`config.mk`:
```
export PLATFORM = sky130hd
export DESIGN_NAME = inst_fetch_cache
export DESIGN_NICKNAME = d
export VERILOG_FILES = /design/src/rtl/inst_fetch_cache_pkg.sv /design/src/rtl/inst_fetch_cache_array.sv /design/src/rtl/inst_fetch_cache.sv
export SDC_FILE = /design/constraint.sdc
export NUM_CORES = 1
export LEC_CHECK = 0
export CAP_MARGIN = 10
export CORE_ASPECT_RATIO = 0.9
export CORE_MARGIN = 2
export CORE_UTILIZATION = 40
export CTS_CLUSTER_DIAMETER = 80
export DETAILED_ROUTE_END_ITERATION = 10
export PLACE_DENSITY = 0.63
export SETUP_SLACK_MARGIN = 0.5
export SLEW_MARGIN = 20
export SYNTH_ARGS = -nofsm -noshare
export SYNTH_HDL_FRONTEND = slang
export SYNTH_SLANG_ARGS = --single-unit
```
`constraint.sdc`:
```
create_clock -name clk -period 12.2 [get_ports clk]
set_input_delay 2.44 -clock clk [delete_from_list [all_inputs] [get_ports clk]]
set_output_delay 2.44 -clock clk [all_outputs]
set_load 0.01 [all_outputs]
```
`src/rtl/inst_fetch_cache_pkg.sv`:
```
// -----------------------------------------------------------------------------
// inst_fetch_cache_pkg
// Shared definitions for the instruction-fetch cache:
//   - FSM state encoding (ST_LOOKUP, ST_REFILL)
//   - default address / instruction widths
//   - index/tag width helpers derived from the line count
// -----------------------------------------------------------------------------
package inst_fetch_cache_pkg;

  localparam int AW_DEF = 8;
  localparam int IW_DEF = 9;

  // FSM encoding, kept as plain constants so existing tooling can decode it.
  localparam logic [0:0] ST_LOOKUP = 1'b0;
  localparam logic [0:0] ST_REFILL = 1'b1;

  // Index bits needed to address 'lines' cache lines.
  function automatic int idx_w(input int lines);
    return $clog2(lines);
  endfunction

  // Tag bits left over once the index is taken from the low address bits.
  function automatic int tag_w(input int aw, input int lines);
    return aw - $clog2(lines);
  endfunction

endpackage

```
`src/rtl/inst_fetch_cache_array.sv`:
```
// -----------------------------------------------------------------------------
// icache_array
// Direct-mapped storage for the instruction cache: per-line valid bit, tag and
// data word. Combinational read port, one synchronous write port, flush-all.
//
// Ports:
//   clk      in   clock, rising edge
//   rst      in   synchronous active-high reset (clears valid bits only)
//   flush    in   clears every valid bit at the next edge; beats a write
//   rd_idx   in   lookup index
//   rd_tag   in   lookup tag
//   rd_hit   out  line at rd_idx is valid and its tag matches rd_tag
//   rd_data  out  data word stored at rd_idx
//   wr_en    in   write enable (line becomes valid)
//   wr_idx   in   write index
//   wr_tag   in   write tag
//   wr_data  in   write data
// -----------------------------------------------------------------------------
module icache_array
  import inst_fetch_cache_pkg::*;
#(
  parameter int LINES = 16,
  parameter int AW    = AW_DEF,
  parameter int IW    = IW_DEF,
  parameter int IDX   = idx_w(LINES),
  parameter int TW    = tag_w(AW, LINES)
) (
  input  logic          clk,
  input  logic          rst,
  input  logic          flush,
  input  logic [IDX-1:0] rd_idx,
  input  logic [TW-1:0]  rd_tag,
  output logic           rd_hit,
  output logic [IW-1:0]  rd_data,
  input  logic           wr_en,
  input  logic [IDX-1:0] wr_idx,
  input  logic [TW-1:0]  wr_tag,
  input  logic [IW-1:0]  wr_data
);

  logic [LINES-1:0] valid;
  logic [TW-1:0]    tag_mem  [LINES];
  logic [IW-1:0]    data_mem [LINES];

  // Valid bits carry all the state that matters after reset or flush.
  // NOTE: sequential state is updated with non-blocking (<=) so every
  // always_ff reads the pre-edge value regardless of evaluation order.
  always_ff @(posedge clk) begin
    if (rst || flush) begin
      valid <= '0;
    end else if (wr_en) begin
      valid[wr_idx] <= 1'b1;
    end
  end

  // NOTE: the tag/data arrays are deliberately left out of reset; the valid
  // bit gates their use, and a resettable array would cost a reset tree on
  // every storage bit for no functional gain.
  always_ff @(posedge clk) begin
    if (wr_en) begin
      tag_mem[wr_idx]  <= wr_tag;
      data_mem[wr_idx] <= wr_data;
    end
  end

  assign rd_hit  = valid[rd_idx] && (tag_mem[rd_idx] == rd_tag);
  assign rd_data = data_mem[rd_idx];

endmodule

```
`src/rtl/inst_fetch_cache.sv`:
```
// -----------------------------------------------------------------------------
// inst_fetch_cache
// Instruction-fetch stage in front of the 8-bit datapath. Looks up pc in a
// small direct-mapped cache (zero-latency on a hit). On a miss it raises
// stall, refills the line from instruction memory over req/ack, then replays
// the lookup, which hits the following cycle.
//
// Optional feature: define FETCH_PERF_EN to add the hit_cnt/miss_cnt
// saturating performance counters.
//
// Ports:
//   clk         in   clock, rising edge
//   rst         in   synchronous active-high reset
//   pc          in   fetch address (must hold while stall=1)
//   flush       in   one-cycle pulse, invalidates all lines
//   inst        out  instruction word, 0 when inst_valid=0
//   inst_valid  out  inst is a hit for the current pc
//   stall       out  datapath must hold pc and write enables
//   imem_req    out  registered refill request
//   imem_addr   out  registered refill address, stable while imem_req=1
//   imem_ack    in   memory response, imem_rdata valid this cycle
//   imem_rdata  in   returned instruction word
//   hit_cnt     out  (FETCH_PERF_EN) LOOKUP cycles that hit, saturating
//   miss_cnt    out  (FETCH_PERF_EN) LOOKUP->REFILL transitions, saturating
// -----------------------------------------------------------------------------
module inst_fetch_cache
  import inst_fetch_cache_pkg::*;
#(
  parameter int LINES = 16,
  parameter int AW    = AW_DEF,
  parameter int IW    = IW_DEF
) (
  input  logic          clk,
  input  logic          rst,
  input  logic [AW-1:0] pc,
  input  logic          flush,
  output logic [IW-1:0] inst,
  output logic          inst_valid,
  output logic          stall,
  output logic          imem_req,
  output logic [AW-1:0] imem_addr,
  input  logic          imem_ack,
  input  logic [IW-1:0] imem_rdata
`ifdef FETCH_PERF_EN
  ,
  output logic [15:0]   hit_cnt,
  output logic [15:0]   miss_cnt
`endif
);

  localparam int IDX = idx_w(LINES);
  localparam int TW  = tag_w(AW, LINES);

  generate
    if (LINES < 2 || LINES > 64 || (LINES & (LINES - 1)) != 0) begin : g_bad_lines
      $error("inst_fetch_cache: LINES must be a power of 2 in 2..64");
    end
  endgenerate

  logic [0:0]    state;
  logic          arr_hit;
  logic [IW-1:0] arr_data;
  logic          lookup_hit;
  logic          start_refill;
  logic          fill_en;

  icache_array #(
    .LINES (LINES),
    .AW    (AW),
    .IW    (IW),
    .IDX   (IDX),
    .TW    (TW)
  ) u_array (
    .clk     (clk),
    .rst     (rst),
    .flush   (flush),
    .rd_idx  (pc[IDX-1:0]),
    .rd_tag  (pc[AW-1:IDX]),
    .rd_hit  (arr_hit),
    .rd_data (arr_data),
    .wr_en   (fill_en),
    .wr_idx  (imem_addr[IDX-1:0]),
    .wr_tag  (imem_addr[AW-1:IDX]),
    .wr_data (imem_rdata)
  );

  // Datapath-facing outputs. Reset forces them quiet so the datapath neither
  // stalls nor consumes a stale word while the cache is being reset.
  // NOTE: every always_comb output gets a default first, so no path through
  // the block can leave a value unassigned and infer a latch.
  always_comb begin
    lookup_hit   = 1'b0;
    start_refill = 1'b0;
    fill_en      = 1'b0;
    inst         = '0;
    inst_valid   = 1'b0;
    stall        = 1'b0;
    if (!rst) begin
      lookup_hit   = (state == ST_LOOKUP) && arr_hit;
      start_refill = (state == ST_LOOKUP) && !arr_hit;
      // Flush beats a simultaneous ack: the returned word is discarded.
      fill_en      = (state == ST_REFILL) && imem_ack && !flush;
      inst_valid   = lookup_hit;
      inst         = lookup_hit ? arr_data : '0;
      stall        = !lookup_hit;
    end
  end

  // Refill FSM and request/address registers. The fill always uses the
  // latched imem_addr, so a pc that moves during stall only causes a re-miss.
  always_ff @(posedge clk) begin
    if (rst) begin
      state     <= ST_LOOKUP;
      imem_req  <= 1'b0;
      imem_addr <= '0;
    end else begin
      case (state)
        ST_LOOKUP: begin
          if (start_refill) begin
            state     <= ST_REFILL;
            imem_req  <= 1'b1;
            imem_addr <= pc;
          end
        end
        ST_REFILL: begin
          // Flush abandons the request; ack completes it. Either way return.
          if (flush || imem_ack) begin
            state    <= ST_LOOKUP;
            imem_req <= 1'b0;
          end
        end
        default: begin
          state    <= ST_LOOKUP;
          imem_req <= 1'b0;
        end
      endcase
    end
  end

`ifdef FETCH_PERF_EN
  // Saturating counters; survive flush, cleared only by reset.
  always_ff @(posedge clk) begin
    if (rst) begin
      hit_cnt  <= '0;
      miss_cnt <= '0;
    end else begin
      if (lookup_hit && hit_cnt != 16'hFFFF) begin
        hit_cnt <= hit_cnt + 16'd1;
      end
      if (start_refill && miss_cnt != 16'hFFFF) begin
        miss_cnt <= miss_cnt + 16'd1;
      end
    end
  end
`endif

endmodule

```
==> results of run 1 <==
-- power breakdown --
group | switching, mW | total, mW | internal, mW
combinational | 0.0449 | 0.0892 | 0.0443
sequential | 0.0138 | 0.896 | 0.882
clock | 0.273 | 0.667 | 0.393
-- worst min path at each step --
stage                                              start                             end  slack [ps]  depth (start not counted)
after CTS                  u_array.valid[1]$_SDFFE_PP0P_   u_array.valid[1]$_SDFFE_PP0P_         470                          1
final                      u_array.valid[1]$_SDFFE_PP0P_   u_array.valid[1]$_SDFFE_PP0P_         470                          1
after detailed placement   u_array.valid[1]$_SDFFE_PP0P_   u_array.valid[1]$_SDFFE_PP0P_         450                          1
after global routing       u_array.valid[1]$_SDFFE_PP0P_   u_array.valid[1]$_SDFFE_PP0P_         480                          1
after global placement    u_array.valid[11]$_SDFFE_PP0P_  u_array.valid[11]$_SDFFE_PP0P_         450                          1
after floorplan           u_array.valid[10]$_SDFFE_PP0P_  u_array.valid[10]$_SDFFE_PP0P_         440                          1
-- cell usage in the layout, fill, tap and decap left out, types with 5 or more instances in the layout --
master | netlist | routed
dfxtp_1 | 26 | 26
clkinv_1 | 0 | 5
nand2_1 | 15 | 15
buf_4 | 0 | 21
nand2b_1 | 5 | 5
mux4_2 | 61 | 61
clkdlybuf4s50_1 | 0 | 38
edfxtp_1 | 208 | 208
mux2_2 | 5 | 5
a32oi_1 | 8 | 8
clkbuf_1 | 16 | 8
o21a_1 | 17 | 17
mux2i_1 | 21 | 21
clkbuf_16 | 0 | 25
nor2_1 | 21 | 20
nor3b_1 | 16 | 16
nor2b_2 | 9 | 9
-- routing by layer --
layer	wire, um	share of wire [%]
met1	8780	44
met3	860	4.3
met5	0	0
met4	406	2.0
met2	9940	50
-- stage by stage --
step                hold WS (ps)  power [mW]
floorplan                    435       0.966
global placement             447        1.00
detailed placement           454        1.00
CTS                          467        1.67
global route                 482        1.71
finish                       466        1.65
-- sequential cells by signal, indices dropped and copies added, names as in the netlist --
signal and cells:
u_array.tag_mem 64, u_array.data_mem 144, u_array.valid 16, imem_addr 8
state 1, imem_req 1
-- worst max-delay path, delay by kind of cell --
family                 cells  cell delay, ps
multiplexers               1             380
AND/OR/NAND/NOR            3            1410
buffers and inverters      2            1680
AO/OA/AOI/OAI              3            1220
-- cell families (layout without fill, tap and decap cells) --
family	count (synthesis)	after routing	synth area share, %
AND/OR/NAND/NOR	87	87	5.54
multiplexers	89	89	17.7
buffers and inverters	31	104	1.82
flip-flops	234	234	71.9
AO/OA/AOI/OAI	36	36	3.06
-- area by class of cell --
cell class	count	area (um^2)	share of cell area [%]
sequential	234	6770	62.0
tap	302	378	3.46
clock buffer	33	656	6.01
clock inverter	8	58.8	0.539
timing repair buffer	60	543	4.97
multi-input combinational	212	2500	22.9
inverter	3	11.3	0.103
==> run_results.csv, run 1 <==
group,metric,value,unit
finish,diodes,0,
finish,num-fill-cells,1937,
power_and_ir_drop,p_per_area,151,nW/um^2
sta,tightest_slew,1060,ps
grt,grt_pass1_vias,4947,
critical_path,crit_type,"input pin to output port",
synthesis,yosysTopAreaCellShare,66.4,%
sta,max_freq,0.104,GHz
synthesis,netlist_area,9410,um^2
critical_path,ff2ff_path_depth,4,
grt,antenna_found_initial,0,
synthesis,ys_warn_count,0,
synthesis,synth_seq_area_share,71.9,%
detailed_routing,ant_nets,0,
clock_network,h-tree-depth,1,
critical_path,crit_path_end,"inst[4]",
critical_path,startpoint_type,"input pin",
die,die_area,24800,um^2
detailed_routing,num_vias,4797,
detailed_routing,first_iter_violations,404,
placed_design,placed_cells,811,
die,die_w,166,um
synthesis,synth.avg_cell_area,19.7,um^2
sta,worst_slack,2610,ps
grt,grt_pass1_wl,30400,um
placed_design,numPortBuffers,40,
clock_network,clk_latency,500,ps
clock_network,post_cts_buffers,0,
die,placementRows,53,
detailed_routing,viasPerCell,5.63,
synthesis,yosysMostFrequentCell,"edfxtp_1",
critical_path,r2r_slack,9310,ps
sta,tns,0,ps
critical_path,crit_arrival,7150,ps
synthesis,ys_types,38,
finish,fin_nets,556,
job,drv_cap,0,
critical_path,r2r-end,"u_array.data_mem[3][7]$_DFFE_PP_",
placed_design,dpl_cell_area,10200,um^2
synthesis,synthesis.instances,477,
critical_path,crit_fanout,13,
sta,relSlewSlack,29.4,%
grt,grt_max_degree,34,
detailed_routing,wirelength,20000,um
grt,grt.met1_usage,22.4,%
critical_path,crit_chain,"clkdlybuf4s50_1 > nand2b_1 > o22ai_1 > a221oi_1 > mux2_2 > a211oi_2 > or4b_1 > nor2b_2 > clkdlybuf4s50_1",
clock_network,cts_tree,"yes",
clock_network,cts_sinks,234,
clock_network,path_clk_slew,50,ps
placed_design,routabilityCongestion,0.758,
detailed_routing,wl_per_cell,23.5,um
critical_path,crit_slowest_cell,"clkdlybuf4s50_1",
die,start_util,40.6,%
grt,met2_usage,28.1,%
synthesis,synthArstFlopShare,0,%
grt,grt_util_all_layers,16.4,%
sta,hold_viol,0,
finish,drive_above_1_share,24.4,%
critical_path,rr_startpoint,"state$_SDFF_PP0_",
outcome,status,"finished, final reports clean",
finish,stdcell_count,852,
power_and_ir_drop,ir_drop,0.000106,V
power_and_ir_drop,leakagePower,3.47,nW
die,die_y,150,um
clock_network,cts.repair.resized,0,
grt,busiest_layer,"met2",
critical_path,crit_top_cell,"clkdlybuf4s50_1",
finish,area_growth,16.0,%
sta,setup_viol,0,
detailed_routing,drc,0,
clock_network,clk_path_buf_depth,3,
critical_path,required,9760,ps
placed_design,post-place-ws,2600,ps
synthesis,synth_flop_cell,"edfxtp_1",
die,core_area,23200,um^2
sta,fin_skew,8.56,ps
synthesis,synth_fp_nets,498,
clock_network,clock-root-buffer,"clkbuf_16",
critical_path,cp-startpoint,"pc[1]",
sta,slew_violations,0,
detailed_routing,drtPass1Iterations,4,
synthesis,synth_edf_count,208,
sta,period_needed,9590,ps
synthesis,ys_top_cells_by_count,"208 x edfxtp_1, 61 x mux4_2, 26 x dfxtp_1",
synthesis,synth-seq-cells,234,
clock_network,cts.hold.buffers_added,0,
critical_path,cp-end-kind,"output port",
placed_design,hpwl,11400,um
finish,utilization,47.0,%
finish,fin_area,10900,um^2
sta,rsz0062_at_grt,"false",
sta,period_share,78.6,%
die,pin_count,41,
grt,use_met3,2.41,%
synthesis,synth_top_area_cell,"edfxtp_1",
worst_hold_path,worstHoldPathType,"flop to flop",
grt,grt_overflow_total,0,
critical_path,slowest_delay,1110,ps
synthesis,synthTopCellsByArea,"edfxtp_1 66%, mux4_2 15%, dfxtp_1 5.5%, mux2i_1 2.2%, o21a_1 1.4%",
clock_network,cts_made_buffers,24,
(Power assumes the default switching activity.)
==> inputs of run 2 (changes only) <==
==> constraint.sdc (replaced) <==
create_clock -name clk -period 10.05 [get_ports clk]
set_input_delay 2.01 -clock clk [delete_from_list [all_inputs] [get_ports clk]]
set_output_delay 2.01 -clock clk [all_outputs]
set_load 0.01 [all_outputs]
==> run_results.csv, run 2 (synthesis results as in run 1) <==
group,metric,value,unit
power_and_ir_drop,p_comb_share,5.3,%
detailed_routing,wl_per_cell,23.7,um
critical_path,cp-end-kind,"output port",
critical_path,crit_top_cell,"clkdlybuf4s50_1",
die,core_area,23200,um^2
critical_path,r2r_slack,7120,ps
grt,grt_max_degree,48,
placed_design,hpwl,11800,um
clock_network,cts_made_buffers,25,
critical_path,startpoint_type,"input pin",
clock_network,post_cts_buffers,0,
grt,antenna_found_initial,0,
finish,top_regs,"u_array.data_mem x144, u_array.tag_mem x64, u_array.valid x16",
critical_path,ff2ff_path_depth,4,
grt,busiest_layer,"met2",
power_and_ir_drop,p_sw_share,20.8,%
critical_path,crit_fanout,19,
critical_path,rr_startpoint,"state$_SDFF_PP0_",
finish,diodes,0,
die,die_w,166,um
worst_hold_path,hold_depth,1,
detailed_routing,drc,0,
detailed_routing,first_iter_violations,502,
grt,grt_pass1_wl,30600,um
placed_design,placed_cells,812,
grt,met2_usage,29.0,%
sta,period_needed,8340,ps
power_and_ir_drop,power,2.06,mW
sta,setup_viol,0,
critical_path,crit_buf_inv,2,
sta,hold_viol,0,
clock_network,cts.repair.resized,0,
sta,fin_skew,17.3,ps
critical_path,crit_type,"input pin to output port",
detailed_routing,num_vias,4813,
clock_network,cts_tree,"yes",
finish,top_register,"u_array.data_mem",
critical_path,crit_chain,"clkdlybuf4s50_1 > mux4_2 > nor4bb_1 > a2111oi_2 > nand4b_4 > or4b_1 > nor2b_2 > clkdlybuf4s50_1",
clock_network,path_clk_slew,60,ps
die,placementRows,53,
sta,period_share,83.0,%
finish,layout_commonest_cell,"edfxtp_1",
power_and_ir_drop,internal_power,1.63,mW
detailed_routing,drtPass1Iterations,4,
sta,tns,0,ps
grt,grt_overflow_total,0,
outcome,status,"finished, final reports clean",
detailed_routing,viasPerCell,5.61,
critical_path,slowest_delay,1120,ps
finish,final_cell_mix,"208 x edfxtp_1, 61 x mux4_2, 38 x clkdlybuf4s50_1",
grt,grt_util_all_layers,16.6,%
sta,tightest_slew,1070,ps
critical_path,crit_slowest_cell,"clkdlybuf4s50_1",
clock_network,cts_sinks,234,
critical_path,cp.depth,8,
die,die_y,150,um
clock_network,clock-root-buffer,"clkbuf_16",
finish,stdcell_count,858,
critical_path,cp_top_family,"buffers and inverters",
sta,relSlewSlack,28.2,%
critical_path,crit_arrival,6330,ps
finish,largest_reg_flops,144,
power_and_ir_drop,p_seq_share,52.8,%
power_and_ir_drop,pwr-share-clk,41.9,%
worst_hold_path,worstHoldPathType,"flop to flop",
critical_path,required,8040,ps
grt,grt_pass1_vias,5014,
sta,max_freq,0.120,GHz
sta,rsz0062_at_grt,"false",
clock_network,clk_latency,520,ps
sta,slew_violations,0,
grt,use_met3,2.96,%
clock_network,h-tree-depth,1,
detailed_routing,ant_nets,0,
worst_hold_path,min_from,"u_array.valid[1]$_SDFFE_PP0P_",
die,die_area,24800,um^2
die,pin_count,41,
power_and_ir_drop,leakagePower,3.51,nW
power_and_ir_drop,ir_drop,0.000118,V
critical_path,r2r-end,"u_array.data_mem[0][6]$_DFFE_PP_",
power_and_ir_drop,p_sw,429,uW
placed_design,numPortBuffers,40,
placed_design,routabilityCongestion,0.782,
clock_network,cts.hold.buffers_added,0,
finish,drive_above_1_share,25.7,%
finish,area_growth,16.7,%
clock_network,clk_path_buf_depth,3,
job,drv_cap,0,
finish,fin_nets,558,
detailed_routing,wirelength,20400,um
power_and_ir_drop,p_per_area,188,nW/um^2
worst_hold_path,holdPathEnd,"u_array.valid[1]$_SDFFE_PP0P_",
die,start_util,40.6,%
grt,grt.met1_usage,21.6,%
-- run 2: stage by stage --
step                      utilization (%)  instance area (um^2)  setup WS, ps  hold slack [ps]
after detailed placement             44.0                 10200          1720              457
after floorplan                         -                  9410          3650              435
after CTS                            47.3                 11000          1710              470
after global placement               44.0                 10200          1770              445
final                                47.3                 11000          1710              466
after global routing                 47.3                 11000          1580              486
-- run 2: cell type report --
type                       count  area (um^2)
clock buffer                  29          641
clock inverter                17          136
fill                        1950        12200
inverter                       3         11.3
multi-input combinational    212         2500
sequential                   234         6770
tap                          302          378
timing repair buffer          61          551
-- run 2: layer usage --
metal	up-vias	wire, um
met5	-	0
met4	0	388
met3	26	940
met2	125	10400
met1	2582	8630
li1	2080	-
-- run 2: power by group through the flow --
stage	combinational (mW)	sequential (mW)	clock, mW
CTS	0.111	1.09	0.884
floorplan	0.0718	1.10	0
global route	0.117	1.09	0.927
detailed placement	0.110	1.11	0
global placement	0.108	1.11	0
finish	0.109	1.09	0.864
-- run 2: worst register-to-register path, stage by stage, from the launching register on --
cell and delay [ps]:
dfxtp_1 790, nand3_1 220, or3_1 430, nor3_2 830, buf_4 360
-- run 2: worst max path at each step --
stage / from / end / slack, ps
after global routing: pc[1] / inst[4] / 1580
final: pc[1] / inst[4] / 1710
after detailed placement: pc[1] / inst[4] / 1720
after floorplan: pc[0] / inst[0] / 3650
after global placement: pc[1] / inst[4] / 1770
after CTS: pc[1] / inst[4] / 1710
==> inputs of run 3 (changes only) <==
--- a/config.mk
+++ b/config.mk
@@ -11,7 +11,7 @@
 export CORE_UTILIZATION = 40
 export CTS_CLUSTER_DIAMETER = 80
 export DETAILED_ROUTE_END_ITERATION = 10
-export PLACE_DENSITY = 0.63
+export PLACE_DENSITY = 0.65
 export SETUP_SLACK_MARGIN = 0.5
 export SLEW_MARGIN = 20
 export SYNTH_ARGS = -nofsm -noshare
==> constraint.sdc (replaced) <==
create_clock -name clk -period 7.1 [get_ports clk]
set_input_delay 1.42 -clock clk [delete_from_list [all_inputs] [get_ports clk]]
set_output_delay 1.42 -clock clk [all_outputs]
set_load 0.01 [all_outputs]
==> run_results.csv, run 3 (synthesis results as in run 1) <==
group,metric,value,unit
outcome,status,"finished, final reports clean",
finish,final_cell_mix,"208 x edfxtp_1, 61 x mux4_2, 38 x clkdlybuf4s50_1",
die,core_area,23200,um^2
finish,top_register,"u_array.data_mem",
power_and_ir_drop,ir_drop,0.000210,V
grt,use_met3,2.33,%
finish,largest_reg_flops,144,
critical_path,crit_fanout,19,
placed_design,numPortBuffers,40,
detailed_routing,drc,0,
die,pin_count,41,
finish,fin_nets,562,
sta,fin_skew,10.8,ps
clock_network,clk_path_buf_depth,3,
sta,max_freq,0.154,GHz
clock_network,clk_latency,510,ps
critical_path,r2r-end,"u_array.data_mem[2][5]$_DFFE_PP_",
clock_network,cts_tree,"yes",
sta,setup_viol,0,
clock_network,clock-root-buffer,"clkbuf_16",
placed_design,post-place-ws,654,ps
clock_network,h-tree-depth,1,
clock_network,cts_made_buffers,24,
grt,met2_usage,28.8,%
detailed_routing,wirelength,20200,um
clock_network,cts.repair.resized,0,
sta,relSlewSlack,33.0,%
detailed_routing,num_vias,4853,
detailed_routing,drtPass1Iterations,5,
placed_design,hpwl,12100,um
power_and_ir_drop,p_per_area,271,nW/um^2
grt,antenna_found_initial,0,
critical_path,crit_type,"input pin to output port",
detailed_routing,ant_nets,0,
critical_path,ff2ff_path_depth,4,
critical_path,cp-end-kind,"output port",
sta,hold_viol,0,
finish,area_growth,18.0,%
power_and_ir_drop,leakagePower,3.58,nW
sta,slew_violations,0,
die,die_area,24800,um^2
grt,grt_util_all_layers,16.3,%
sta,tns,0,ps
critical_path,crit_arrival,5060,ps
finish,drive_above_1_share,27.1,%
die,die_w,166,um
sta,worst_slack,623,ps
worst_hold_path,hold_depth,1,
critical_path,cp-startpoint,"pc[1]",
clock_network,cts_sinks,234,
detailed_routing,first_iter_violations,305,
worst_hold_path,holdPathEnd,"u_array.valid[14]$_SDFFE_PP0P_",
critical_path,startpoint_type,"input pin",
sta,rsz0062_at_grt,"false",
grt,grt_overflow_total,0,
critical_path,required,5680,ps
sta,period_share,91.2,%
clock_network,post_cts_buffers,0,
grt,grt_max_degree,37,
detailed_routing,wl_per_cell,23.5,um
sta,tightest_slew,1000,ps
job,drv_cap,0,
clock_network,path_clk_slew,60,ps
worst_hold_path,min_from,"u_array.valid[14]$_SDFFE_PP0P_",
grt,grt.met1_usage,20.8,%
critical_path,rr_startpoint,"state$_SDFF_PP0_",
grt,busiest_layer,"met2",
critical_path,r2r_slack,4320,ps
clock_network,cts.hold.buffers_added,0,
die,die_y,150,um
finish,layout_commonest_cell,"edfxtp_1",
sta,period_needed,6480,ps
die,start_util,40.6,%
grt,grt_pass1_wl,30600,um
grt,grt_pass1_vias,5100,
die,placementRows,53,
detailed_routing,viasPerCell,5.64,
finish,diodes,0,
worst_hold_path,worstHoldPathType,"flop to flop",
placed_design,routabilityCongestion,0.789,
finish,top_regs,"u_array.data_mem x144, u_array.tag_mem x64, u_array.valid x16",
==> run 3: changes by cell type in the layout (fill, tap and decap cells not counted), sizes merged <==
cell / change
clkinv: -4
inv: -1
buf: +5
clkbuf: +3
clkinvlp: -1
==> run 3: power breakdown <==
group | internal (mW) | switching, mW
logic | 0.0778 | 0.0791
clock network | 0.810 | 0.505
registers | 1.52 | 0.0245
total | 2.40 | 0.609
==> run 3: how the worst max path moves through the flow <==
stage	endpoint	slack (ps)	depth (start not counted)
floorplan	inst[0]	1880	8
global placement	inst[3]	720	9
detailed placement	inst[3]	650	9
CTS	inst[3]	640	9
global route	inst[3]	510	9
finish	inst[3]	620	9
==> run 3: worst max-delay path: stages <==
cell and delay (ps):
clkdlybuf4s50_1 700, mux4_2 370, nor4bb_1 170, a2111oi_2 440, nand4b_4 340, or4b_1 610, buf_4 240, nor2b_2 180
clkdlybuf4s50_1 560
==> run 3: final cells by class <==
type	instances	area (um^2)
clock buffer	32	746
clock inverter	11	113
fill	1910	12100
inverter	3	11.3
multi-input combinational	212	2510
sequential	234	6770
tap	302	378
timing repair buffer	66	588
==> run 3: through the flow <==
stage          power, mW  area [um^2]  hold WS (ps)  cells  utilization, %
4_1_cts             3.04        11100           464    860            47.9
5_1_grt             3.10        11100           488    860            47.9
3_5_place_dp        1.73        10200           450    817            44.2
2_1_floorplan       1.66         9410           435    477               -
6_report            3.01        11100           462    860            47.9
3_3_place_gp        1.72        10200           441    817            44.2
==> run 3: per-layer routing <==
| metal | routed length, um | vias up |
|---|---|---|
| met2 | 10400 | 159 |
| met1 | 8230 | 2566 |
| met3 | 948 | 46 |
| li1 | - | 2082 |
| met4 | 709 | 0 |
| met5 | 0 | - |
